===== src/rtl/otter_mem_arbiter_if.sv =====
// Bus bundle between the three memory requesters (I, D, X), the arbiter and the
// single-ported memory macro. The slave modport is the arbiter's view.
interface otter_mem_arbiter_if #(
  parameter int ADDR_W = 32,
  parameter int DATA_W = 32
);
  localparam int BE_W = DATA_W / 8;

  logic              i_req;
  logic [ADDR_W-1:0] i_addr;
  logic              i_gnt;
  logic [DATA_W-1:0] i_rdata;
  logic              i_rvld;

  logic              d_req;
  logic              d_we;
  logic [BE_W-1:0]   d_be;
  logic [ADDR_W-1:0] d_addr;
  logic [DATA_W-1:0] d_wdata;
  logic              d_gnt;
  logic [DATA_W-1:0] d_rdata;
  logic              d_rvld;

  logic              x_req;
  logic              x_we;
  logic [BE_W-1:0]   x_be;
  logic [ADDR_W-1:0] x_addr;
  logic [DATA_W-1:0] x_wdata;
  logic              x_gnt;
  logic [DATA_W-1:0] x_rdata;
  logic              x_rvld;

  logic              mem_en;
  logic              mem_we;
  logic [BE_W-1:0]   mem_be;
  logic [ADDR_W-1:0] mem_addr;
  logic [DATA_W-1:0] mem_wdata;
  logic [DATA_W-1:0] mem_rdata;

  modport slave (
    input  i_req, i_addr,
    input  d_req, d_we, d_be, d_addr, d_wdata,
    input  x_req, x_we, x_be, x_addr, x_wdata,
    input  mem_rdata,
    output i_gnt, i_rdata, i_rvld,
    output d_gnt, d_rdata, d_rvld,
    output x_gnt, x_rdata, x_rvld,
    output mem_en, mem_we, mem_be, mem_addr, mem_wdata
  );

  modport master (
    output i_req, i_addr,
    output d_req, d_we, d_be, d_addr, d_wdata,
    output x_req, x_we, x_be, x_addr, x_wdata,
    output mem_rdata,
    input  i_gnt, i_rdata, i_rvld,
    input  d_gnt, d_rdata, d_rvld,
    input  x_gnt, x_rdata, x_rvld,
    input  mem_en, mem_we, mem_be, mem_addr, mem_wdata
  );
endinterface


===== src/rtl/otter_mem_arbiter.sv =====
// Three-way arbiter (D > I > X, X promoted after STARVE_LIMIT losing cycles)
// in front of a single-ported, 1-cycle-latency unified memory.

// Per-requester read return: live data in the return cycle, held afterwards.
module otter_mem_arbiter_rport #(
  parameter int DATA_W = 32
) (
  input  logic              clk_i,
  input  logic              rst_i,
  input  logic              own_i,
  input  logic [DATA_W-1:0] mem_rdata_i,
  output logic [DATA_W-1:0] rdata_o,
  output logic              rvld_o
);
  logic [DATA_W-1:0] rdata_q;

  always_ff @(posedge clk_i) begin
    if (rst_i)      rdata_q <= '0;
    else if (own_i) rdata_q <= mem_rdata_i;
  end

  assign rdata_o = own_i ? mem_rdata_i : rdata_q;
  assign rvld_o  = own_i;
endmodule

module otter_mem_arbiter #(
  parameter int ADDR_W       = 32,
  parameter int DATA_W       = 32,
  parameter int STARVE_LIMIT = 8
) (
  input logic               clk,
  input logic               rst,
  otter_mem_arbiter_if.slave bus
);
  localparam int BE_W = DATA_W / 8;
  localparam int NP   = 3;
  localparam int PI   = 0;
  localparam int PD   = 1;
  localparam int PX   = 2;
  localparam logic [7:0] LIMIT = 8'(STARVE_LIMIT);

  typedef struct packed {
    logic              we;
    logic [BE_W-1:0]   be;
    logic [ADDR_W-1:0] addr;
    logic [DATA_W-1:0] wdata;
  } req_t;

  typedef enum logic {NORMAL, STARVED} mode_e;

  logic [NP-1:0]             req, gnt, own_d, own_q, rvld;
  req_t [NP-1:0]             rq;
  req_t                      sel;
  logic [NP-1:0][DATA_W-1:0] rdata;
  mode_e                     mode_q, mode_d;
  logic [7:0]                cnt_q, cnt_d;

  assign req    = {bus.x_req, bus.d_req, bus.i_req};
  assign rq[PI] = '{we: 1'b0, be: {BE_W{1'b1}}, addr: bus.i_addr, wdata: {DATA_W{1'b0}}};
  assign rq[PD] = '{we: bus.d_we, be: bus.d_be, addr: bus.d_addr, wdata: bus.d_wdata};
  assign rq[PX] = '{we: bus.x_we, be: bus.x_be, addr: bus.x_addr, wdata: bus.x_wdata};

  // Grant depends only on req and registered mode, never on mem_rdata.
  always_comb begin
    gnt = '0;
    if (!rst) begin
      if (mode_q == STARVED && req[PX]) gnt[PX] = 1'b1;
      else if (req[PD])                 gnt[PD] = 1'b1;
      else if (req[PI])                 gnt[PI] = 1'b1;
      else if (req[PX])                 gnt[PX] = 1'b1;
    end
  end

  always_comb begin
    sel = '0;
    for (int p = 0; p < NP; p++)
      if (gnt[p]) sel = rq[p];
  end

  assign bus.mem_en    = |gnt;
  assign bus.mem_we    = sel.we;
  assign bus.mem_be    = sel.be;
  assign bus.mem_addr  = sel.addr;
  assign bus.mem_wdata = sel.wdata;
  assign own_d         = sel.we ? '0 : gnt;

  // X's losing streak; reaching the limit promotes X for the next cycle.
  always_comb begin
    cnt_d  = cnt_q;
    mode_d = mode_q;
    if (!req[PX] || gnt[PX]) begin
      cnt_d  = '0;
      mode_d = NORMAL;
    end else begin
      if (cnt_q < LIMIT) cnt_d = cnt_q + 8'd1;
      if (cnt_d == LIMIT) mode_d = STARVED;
    end
  end

  always_ff @(posedge clk) begin
    if (rst) begin
      mode_q <= NORMAL;
      cnt_q  <= '0;
      own_q  <= '0;
    end else begin
      mode_q <= mode_d;
      cnt_q  <= cnt_d;
      own_q  <= own_d;
    end
  end

  for (genvar p = 0; p < NP; p++) begin : g_rport
    otter_mem_arbiter_rport #(.DATA_W(DATA_W)) u_rport (
      .clk_i      (clk),
      .rst_i      (rst),
      .own_i      (own_q[p]),
      .mem_rdata_i(bus.mem_rdata),
      .rdata_o    (rdata[p]),
      .rvld_o     (rvld[p])
    );
  end

  assign bus.i_gnt   = gnt[PI];
  assign bus.d_gnt   = gnt[PD];
  assign bus.x_gnt   = gnt[PX];
  assign bus.i_rdata = rdata[PI];
  assign bus.d_rdata = rdata[PD];
  assign bus.x_rdata = rdata[PX];
  assign bus.i_rvld  = rvld[PI];
  assign bus.d_rvld  = rvld[PD];
  assign bus.x_rvld  = rvld[PX];
endmodule


===== src/flat_wrapper.sv =====
// flat-port wrapper written by rule: the top's interface ports become plain ports
module otter_mem_arbiter_flat 
#(
  parameter int ADDR_W       = 32,
  parameter int DATA_W       = 32,
  parameter int STARVE_LIMIT = 8
)
  (clk, rst, bus_i_req, bus_i_addr, bus_d_req, bus_d_we, bus_d_be, bus_d_addr, bus_d_wdata, bus_x_req, bus_x_we, bus_x_be, bus_x_addr, bus_x_wdata, bus_mem_rdata, bus_i_gnt, bus_i_rdata, bus_i_rvld, bus_d_gnt, bus_d_rdata, bus_d_rvld, bus_x_gnt, bus_x_rdata, bus_x_rvld, bus_mem_en, bus_mem_we, bus_mem_be, bus_mem_addr, bus_mem_wdata);
  otter_mem_arbiter_if #(.ADDR_W(ADDR_W), .DATA_W(DATA_W)) bus_i ();
  input logic clk;
  input logic rst;
  input wire logic [$bits(bus_i.i_req)-1:0] bus_i_req;
  input wire logic [$bits(bus_i.i_addr)-1:0] bus_i_addr;
  input wire logic [$bits(bus_i.d_req)-1:0] bus_d_req;
  input wire logic [$bits(bus_i.d_we)-1:0] bus_d_we;
  input wire logic [$bits(bus_i.d_be)-1:0] bus_d_be;
  input wire logic [$bits(bus_i.d_addr)-1:0] bus_d_addr;
  input wire logic [$bits(bus_i.d_wdata)-1:0] bus_d_wdata;
  input wire logic [$bits(bus_i.x_req)-1:0] bus_x_req;
  input wire logic [$bits(bus_i.x_we)-1:0] bus_x_we;
  input wire logic [$bits(bus_i.x_be)-1:0] bus_x_be;
  input wire logic [$bits(bus_i.x_addr)-1:0] bus_x_addr;
  input wire logic [$bits(bus_i.x_wdata)-1:0] bus_x_wdata;
  input wire logic [$bits(bus_i.mem_rdata)-1:0] bus_mem_rdata;
  output wire logic [$bits(bus_i.i_gnt)-1:0] bus_i_gnt;
  output wire logic [$bits(bus_i.i_rdata)-1:0] bus_i_rdata;
  output wire logic [$bits(bus_i.i_rvld)-1:0] bus_i_rvld;
  output wire logic [$bits(bus_i.d_gnt)-1:0] bus_d_gnt;
  output wire logic [$bits(bus_i.d_rdata)-1:0] bus_d_rdata;
  output wire logic [$bits(bus_i.d_rvld)-1:0] bus_d_rvld;
  output wire logic [$bits(bus_i.x_gnt)-1:0] bus_x_gnt;
  output wire logic [$bits(bus_i.x_rdata)-1:0] bus_x_rdata;
  output wire logic [$bits(bus_i.x_rvld)-1:0] bus_x_rvld;
  output wire logic [$bits(bus_i.mem_en)-1:0] bus_mem_en;
  output wire logic [$bits(bus_i.mem_we)-1:0] bus_mem_we;
  output wire logic [$bits(bus_i.mem_be)-1:0] bus_mem_be;
  output wire logic [$bits(bus_i.mem_addr)-1:0] bus_mem_addr;
  output wire logic [$bits(bus_i.mem_wdata)-1:0] bus_mem_wdata;
  assign bus_i.i_req = bus_i_req;
  assign bus_i.i_addr = bus_i_addr;
  assign bus_i.d_req = bus_d_req;
  assign bus_i.d_we = bus_d_we;
  assign bus_i.d_be = bus_d_be;
  assign bus_i.d_addr = bus_d_addr;
  assign bus_i.d_wdata = bus_d_wdata;
  assign bus_i.x_req = bus_x_req;
  assign bus_i.x_we = bus_x_we;
  assign bus_i.x_be = bus_x_be;
  assign bus_i.x_addr = bus_x_addr;
  assign bus_i.x_wdata = bus_x_wdata;
  assign bus_i.mem_rdata = bus_mem_rdata;
  assign bus_i_gnt = bus_i.i_gnt;
  assign bus_i_rdata = bus_i.i_rdata;
  assign bus_i_rvld = bus_i.i_rvld;
  assign bus_d_gnt = bus_i.d_gnt;
  assign bus_d_rdata = bus_i.d_rdata;
  assign bus_d_rvld = bus_i.d_rvld;
  assign bus_x_gnt = bus_i.x_gnt;
  assign bus_x_rdata = bus_i.x_rdata;
  assign bus_x_rvld = bus_i.x_rvld;
  assign bus_mem_en = bus_i.mem_en;
  assign bus_mem_we = bus_i.mem_we;
  assign bus_mem_be = bus_i.mem_be;
  assign bus_mem_addr = bus_i.mem_addr;
  assign bus_mem_wdata = bus_i.mem_wdata;
  otter_mem_arbiter #(.ADDR_W(ADDR_W), .DATA_W(DATA_W), .STARVE_LIMIT(STARVE_LIMIT)) u_core (.clk(clk), .rst(rst), .bus(bus_i));
endmodule

===== config.mk =====
export PLATFORM = sky130hd
export DESIGN_NAME = otter_mem_arbiter_flat
export DESIGN_NICKNAME = d
export VERILOG_FILES = /design/src/rtl/otter_mem_arbiter_if.sv /design/src/rtl/otter_mem_arbiter.sv /design/src/flat_wrapper.sv
export SDC_FILE = /design/constraint.sdc
export NUM_CORES = 1
export LEC_CHECK = 0
export CELL_PAD_IN_SITES_DETAIL_PLACEMENT = 0
export CELL_PAD_IN_SITES_GLOBAL_PLACEMENT = 1
export CORE_MARGIN = 4
export CORE_UTILIZATION = 28
export CTS_CLUSTER_DIAMETER = 30
export DETAILED_ROUTE_END_ITERATION = 8
export HOLD_SLACK_MARGIN = 0.02
export PLACE_DENSITY = 0.95
export SLEW_MARGIN = 20
export SYNTH_ARGS = -nofsm -noshare
export SYNTH_HDL_FRONTEND = slang
export SYNTH_HIERARCHICAL = 1
export SYNTH_SLANG_ARGS = --single-unit

===== constraint.sdc =====
create_clock -name clk -period 2.7 [get_ports clk]
set_input_delay 0.54 -clock clk [delete_from_list [all_inputs] [get_ports clk]]
set_output_delay 0.54 -clock clk [all_outputs]
set_load 0.05 [all_outputs]

==> results of run 1 <==
registers in the layout, indices dropped and copies added (netlist names):
register and count:
u_core/mode_q 1, u_core/cnt_q 8, u_core/own_q 3, u_core/g_rport.u_rport/rdata_q 96
kinds of logic after synthesis:
kind of cell,Yosys count,share of synthesized area (%)
muxes,96,25.5
DFF,108,38.9
adders and majority gates,1,0.225
buffers and inverters,46,5.22
and+or+nand+nor,153,17.2
xor gates and xnor gates,1,0.158
AOI/OAI and AO/OA,79,12.8
cells in the mapped netlist, drive strengths merged:
master | count | share of area (%)
xnor2 | 1 | 0.16
nand2 | 1 | 0.067
clkbuf | 18 | 1.2
dfxtp | 108 | 39
a22oi | 1 | 0.14
a221o | 36 | 6.5
o21ba | 1 | 0.18
and2b | 1 | 0.14
nand2b | 2 | 0.22
a22o | 33 | 5.2
and2 | 1 | 0.11
or4 | 1 | 0.20
nor2b | 97 | 11
nor4 | 3 | 0.34
nand3b | 1 | 0.14
o21ai | 3 | 0.27
a21oi | 5 | 0.52
and3b | 2 | 0.32
buf | 28 | 4.0
ha | 1 | 0.22
mux2 | 96 | 26
and3 | 37 | 4.2
or3 | 3 | 0.34
nor2 | 4 | 0.27
layer usage:
layer | vias to the layer above | part of all wire [%]
li1 | 2493 | -
met1 | 2481 | 38
met2 | 203 | 51
met3 | 35 | 9.0
met4 | 14 | 1.6
met5 | - | 0.41
through the flow:
step | setup slack, ns | cells | TNS [ns] | utilization [%]
after floorplan | 0.00677 | 484 | 0 | -
after global placement | -0.0204 | 1108 | -0.0204 | 52.5
after detailed placement | -0.0144 | 1108 | -0.0360 | 52.5
after CTS | -0.0144 | 1124 | -0.0168 | 54.0
after global routing | 0.0580 | 1124 | 0 | 54.0
final | 0.104 | 1125 | 0 | 54.0
timing repair:
item / in CTS / in global routing
setup endpoints to repair: 19 / 57
hold buffers: 0 / 0
pin swaps: 2 / 1
resized for setup: 1 / 2
cells in the final DEF (no fill, tap or decap), types with 4 or more instances in the layout:
master           Yosys  layout
dfxtp_1            108     105
clkdlybuf4s50_1      0     206
a22o_1              33      33
buf_12               0      86
clkbuf_16            0       9
buf_4                3     111
a21oi_1              4       4
mux2_2               6       6
mux2_4              90      90
and3_1              36      36
a221o_1             36      36
nor2b_1             97      97
path summary, 6_finish.rpt:
| kind | cells past startpoint | end | slack [ns] |
|---|---|---|---|
| hold reg to reg | 1 | u_core/cnt_q[6] | 0.50 |
| hold / removal | 1 | u_core/cnt_q[6] | 0.50 |
| setup reg to reg | 3 | u_core/g_rport[0].u_rport/rdata_q[31] | 1.20 |
| setup / recovery | 6 | bus_mem_addr[31] | 0.10 |
report_power, final:
part / total (W) / leakage (nW) / internal (W) / switching (W)
clock network: 0.00127 / 0.143 / 0.000643 / 0.000626
registers: 0.00165 / 0.877 / 0.00163 / 0.0000159
logic: 0.00160 / 3.51 / 0.000807 / 0.000792
cell type report:
cell class / instances / share of cell area, %
repair buffers: 405 / 44.0
multi-input cells: 330 / 29.6
flip-flops and latches: 108 / 20.5
well taps: 265 / 3.15
clock buffers: 9 / 2.14
clock inverters: 7 / 0.582
diodes: 1 / 0.0237
==> impl_metrics.tcl, run 1 <==
set metrics [dict create \
    setup_viol 0 \
    port_buffers 378 \
    critical-path-top-delay-family "buffers and inverters" \
    grt.total_usage_pct 18.2 \
    start_util_pct 28.5 \
    die_width_um 149 \
    path_clk_slew_ns 0.07 \
    max-cap-violations 0 \
    cts_max_level 3 \
    vias 5226 \
    synthDistinctLibCells 29 \
    critPathKind "in2out" \
    drive_above_1_share_pct 37.0 \
    regArea_um2 2170 \
    arrival_ns 2.06 \
    drc_errors 0 \
    seq_area_frac_synth_pct 38.9 \
    finalPower_w 0.00451 \
    yosysWarnings 6 \
    grtUsageMet2_pct 31.9 \
    critPathCaptureType "output port" \
    fin_crit_sh_pct 96.2 \
    wl_per_cell_um 19.2 \
    met3_usage_pct 7.17 \
    antenna_left 0 \
    met1_usage_pct 20.7 \
    antenna_found_initial 8 \
    hpwlAfterDp_um 17200 \
    final_area_um2 10500 \
    ys_ff_latch 108 \
    grt_pass1_vias 5500 \
    fillers 1681 \
    numCtsBuffers 9 \
    rsz0062_at_grt "false" \
    cts_tree "yes" \
    postPlaceCellArea_um2 10300 \
    cts_sinks 108 \
    worst_pin_slew_ns 1.04 \
    slowest_stage "clkdlybuf4s50_1" \
    drt-initial-drc-count 132 \
    critPathMaxStageDelay_ns 0.44 \
    postCtsSetupBuffers 0 \
    crit_fanout 17 \
    syn_inst 484 \
    grt.busiest_layer "met2" \
    dr.pass1.iters 5 \
    required_ns 2.16 \
    clk_path_buf_depth 2 \
    r2r-start "u_core/own_q[0]" \
    p_leak_nw 4.53 \
    hold_viol_final 0 \
    whs_ns 0.501 \
    nets 1062 \
    p_per_area_nw_per_um2 428 \
    startpoint "bus_i_req" \
    vias_per_cell 4.65 \
    slew_violations 0 \
    syn_to_final_growth_pct 89.6 \
    wl_um 21600 \
    row_count 51 \
    ir_drop_mv 0.312 \
    fp.dieH_um 149 \
    dieArea_um2 22200 \
    path_cells "clkdlybuf4s50_1 -> o21ba_2 -> nor2_4 -> buf_4 -> a221o_1 -> buf_12" \
    min_path_type "reg2reg" \
    overflow 0 \
    multi_input_area_um2 3120 \
    start_kind "input pin" \
    status "completed" \
    netlist_area_um2 5560 \
    min_period_ns 2.60 \
    root_buffer "clkbuf_16" \
    clock_latency_ns 0.35 \
    hold_start "u_core/cnt_q[6]" \
    slew_headroom_pct 30.8 \
    syn-num-nets 692 \
    fin_skew_ns 0.00492 \
    grt_first_pass_wirelength_um 31500 \
    gp_congestion 0.810 \
    io_pins 379 \
    syn_area_per_cell_um2 11.5 \
    grt_max_degree 99 \
    critPathBufInv 3 \
    core-area_um2 19500 \
    max_freq_mhz 385 \
]
(Power assumes the default switching activity.)
==> inputs of run 2 (changes only) <==
--- a/config.mk
+++ b/config.mk
@@ -13,6 +13,7 @@
 export DETAILED_ROUTE_END_ITERATION = 8
 export HOLD_SLACK_MARGIN = 0.02
 export PLACE_DENSITY = 0.95
+export RECOVER_POWER = 50
 export SLEW_MARGIN = 20
 export SYNTH_ARGS = -nofsm -noshare
 export SYNTH_HDL_FRONTEND = slang
==> impl_metrics.tcl, run 2 (same netlist as run 1, synthesis figures left out) <==
set metrics [dict create \
    status "finished with violations" \
    violations "max-capacitance violations, max-slew violations" \
    root_buffer "clkbuf_16" \
    setup_viol 0 \
    slew_headroom_pct -33.1 \
    cts_sinks 108 \
    start_util_pct 28.5 \
    critical-path-top-delay-family "buffers and inverters" \
    critPathCaptureType "output port" \
    dp_slack_ns -0.0144 \
    p_leak_nw 4.49 \
    ir_drop_mv 0.313 \
    fin_skew_ns 0.00531 \
    postCtsSetupBuffers 0 \
    nets 1062 \
    r2r-start "u_core/own_q[1]" \
    fin_crit_sh_pct 96.2 \
    cts_hold_buf 0 \
    wl_um 21600 \
    grt_max_degree 99 \
    regMostFlops "u_core/g_rport.u_rport/rdata_q" \
    hold_end "u_core/cnt_q[6]" \
    timing.rr.end "u_core/g_rport[1].u_rport/rdata_q[25]" \
    cts_max_level 3 \
    utilization_pct 53.4 \
    io_pins 379 \
    hold_viol_final 0 \
    holdPathStages 1 \
    critPathBufInv 3 \
    gp_congestion 0.810 \
    drt-initial-drc-count 135 \
    reg.largest.list "u_core/g_rport.u_rport/rdata_q: 96 flops, u_core/cnt_q: 8 flops, u_core/own_q: 3 flops" \
    numCtsBuffers 9 \
    final_common_cell "clkdlybuf4s50_1" \
    rrSetupSlack_ns 0.91 \
    port_buffers 378 \
    vias_per_cell 4.64 \
    reg2reg_depth 3 \
    crit_fanout 17 \
    path_clk_slew_ns 0.07 \
    min_path_type "reg2reg" \
    p_per_area_nw_per_um2 431 \
    fin_ws_ns 0.104 \
    clk_path_buf_depth 2 \
    row_count 51 \
    wl_per_cell_um 19.2 \
    critPathKind "in2out" \
    grt.total_usage_pct 18.2 \
    antenna_found_initial 8 \
    drc_errors 0 \
    worst_pin_slew_ns 2.00 \
    syn_to_final_growth_pct 87.4 \
    fillers 1715 \
    overflow 0 \
    mostFrequentLayoutCells "clkdlybuf4s50_1, dfxtp_1, buf_4" \
    rsz0062_at_grt "false" \
    antenna_left 0 \
    dieArea_um2 22200 \
    fin_tns_setup_ns 0 \
    startpoint "bus_i_req" \
    drive_above_1_share_pct 33.6 \
    max-cap-violations 1 \
    hpwlAfterDp_um 17200 \
    max_freq_mhz 385 \
    dr.pass1.iters 4 \
    fp.dieH_um 149 \
    clock_latency_ns 0.35 \
    critPathMaxStageDelay_ns 0.44 \
    hold_start "u_core/cnt_q[6]" \
    cts_tree "yes" \
    die_width_um 149 \
    grt_pass1_vias 5500 \
    min_period_ns 2.60 \
    start_kind "input pin" \
    largest_reg_flops 96 \
    grt_first_pass_wirelength_um 31500 \
    path_cells "clkdlybuf4s50_1 -> o21ba_2 -> nor2_4 -> buf_4 -> a221o_1 -> buf_12" \
    arrival_ns 2.06 \
    whs_ns 0.501 \
    core-area_um2 19500 \
    required_ns 2.16 \
    slew_violations 99 \
    vias 5216 \
    slowest_stage "clkdlybuf4s50_1" \
]
[run 2: cell types whose count changed in the layout (fill, tap and decap cells not counted), sizes merged]
cell           before  now
dlygate4sd3         0    3
clkdlybuf4s50     206  203
buf               197  187
clkbuf              9   19
[run 2: area by class of cell]
cell class | instances | area (um^2) | area share (%)
diodes | 1 | 2.50 | 0.0240
clock buffers | 9 | 225 | 2.16
clock inverters | 7 | 61.3 | 0.588
multi-input cells | 330 | 3040 | 29.2
flip-flops and latches | 108 | 2160 | 20.8
well taps | 265 | 332 | 3.18
repair buffers | 405 | 4590 | 44.1
[run 2: through the flow]
| stage | area (um^2) | total power, W | instances |
|---|---|---|---|
| detailed placement | 10300 | 0.00329 | 1108 |
| global placement | 10300 | 0.00327 | 1108 |
| global route | 10400 | 0.00467 | 1124 |
| CTS | 10500 | 0.00458 | 1124 |
| floorplan | 5560 | 0.00246 | 484 |
| finish | 10400 | 0.00449 | 1125 |
[run 2: worst max-delay path by stage]
stage / cells after the start / endpoint
finish: 6 / bus_mem_addr[31]
global route: 5 / u_core/mode_q
CTS: 6 / bus_mem_en
detailed placement: 6 / bus_mem_en
global placement: 6 / bus_mem_en
floorplan: 4 / bus_mem_addr[27]
[run 2: power breakdown]
part	internal, W	switching (W)
clock network	0.000643	0.000625
logic	0.000787	0.000789
registers	0.00163	0.0000147
[run 2: metal layers]
metal | vias up | GRT usage, % | share of wire (%)
met5 | - | 0 | 0.41
met4 | 14 | 4.44 | 1.6
met3 | 35 | 7.17 | 8.9
met2 | 201 | 31.9 | 51
met1 | 2471 | 20.7 | 38
li1 | 2495 | - | -
[run 2: worst register-to-register path, stage by stage, from the launching register on]
cell and delay [ns]:
dfxtp_1 0.43, clkbuf_4 0.54, mux2_1 0.48, nor2b_1 0.15
[run 2: what timing repair did]
| item | CTS | global route |
|---|---|---|
| resized for setup | 1 | 2 |
| pin swaps | 2 | 1 |
| setup endpoints to repair | 19 | 57 |
| cloned | 0 | 0 |
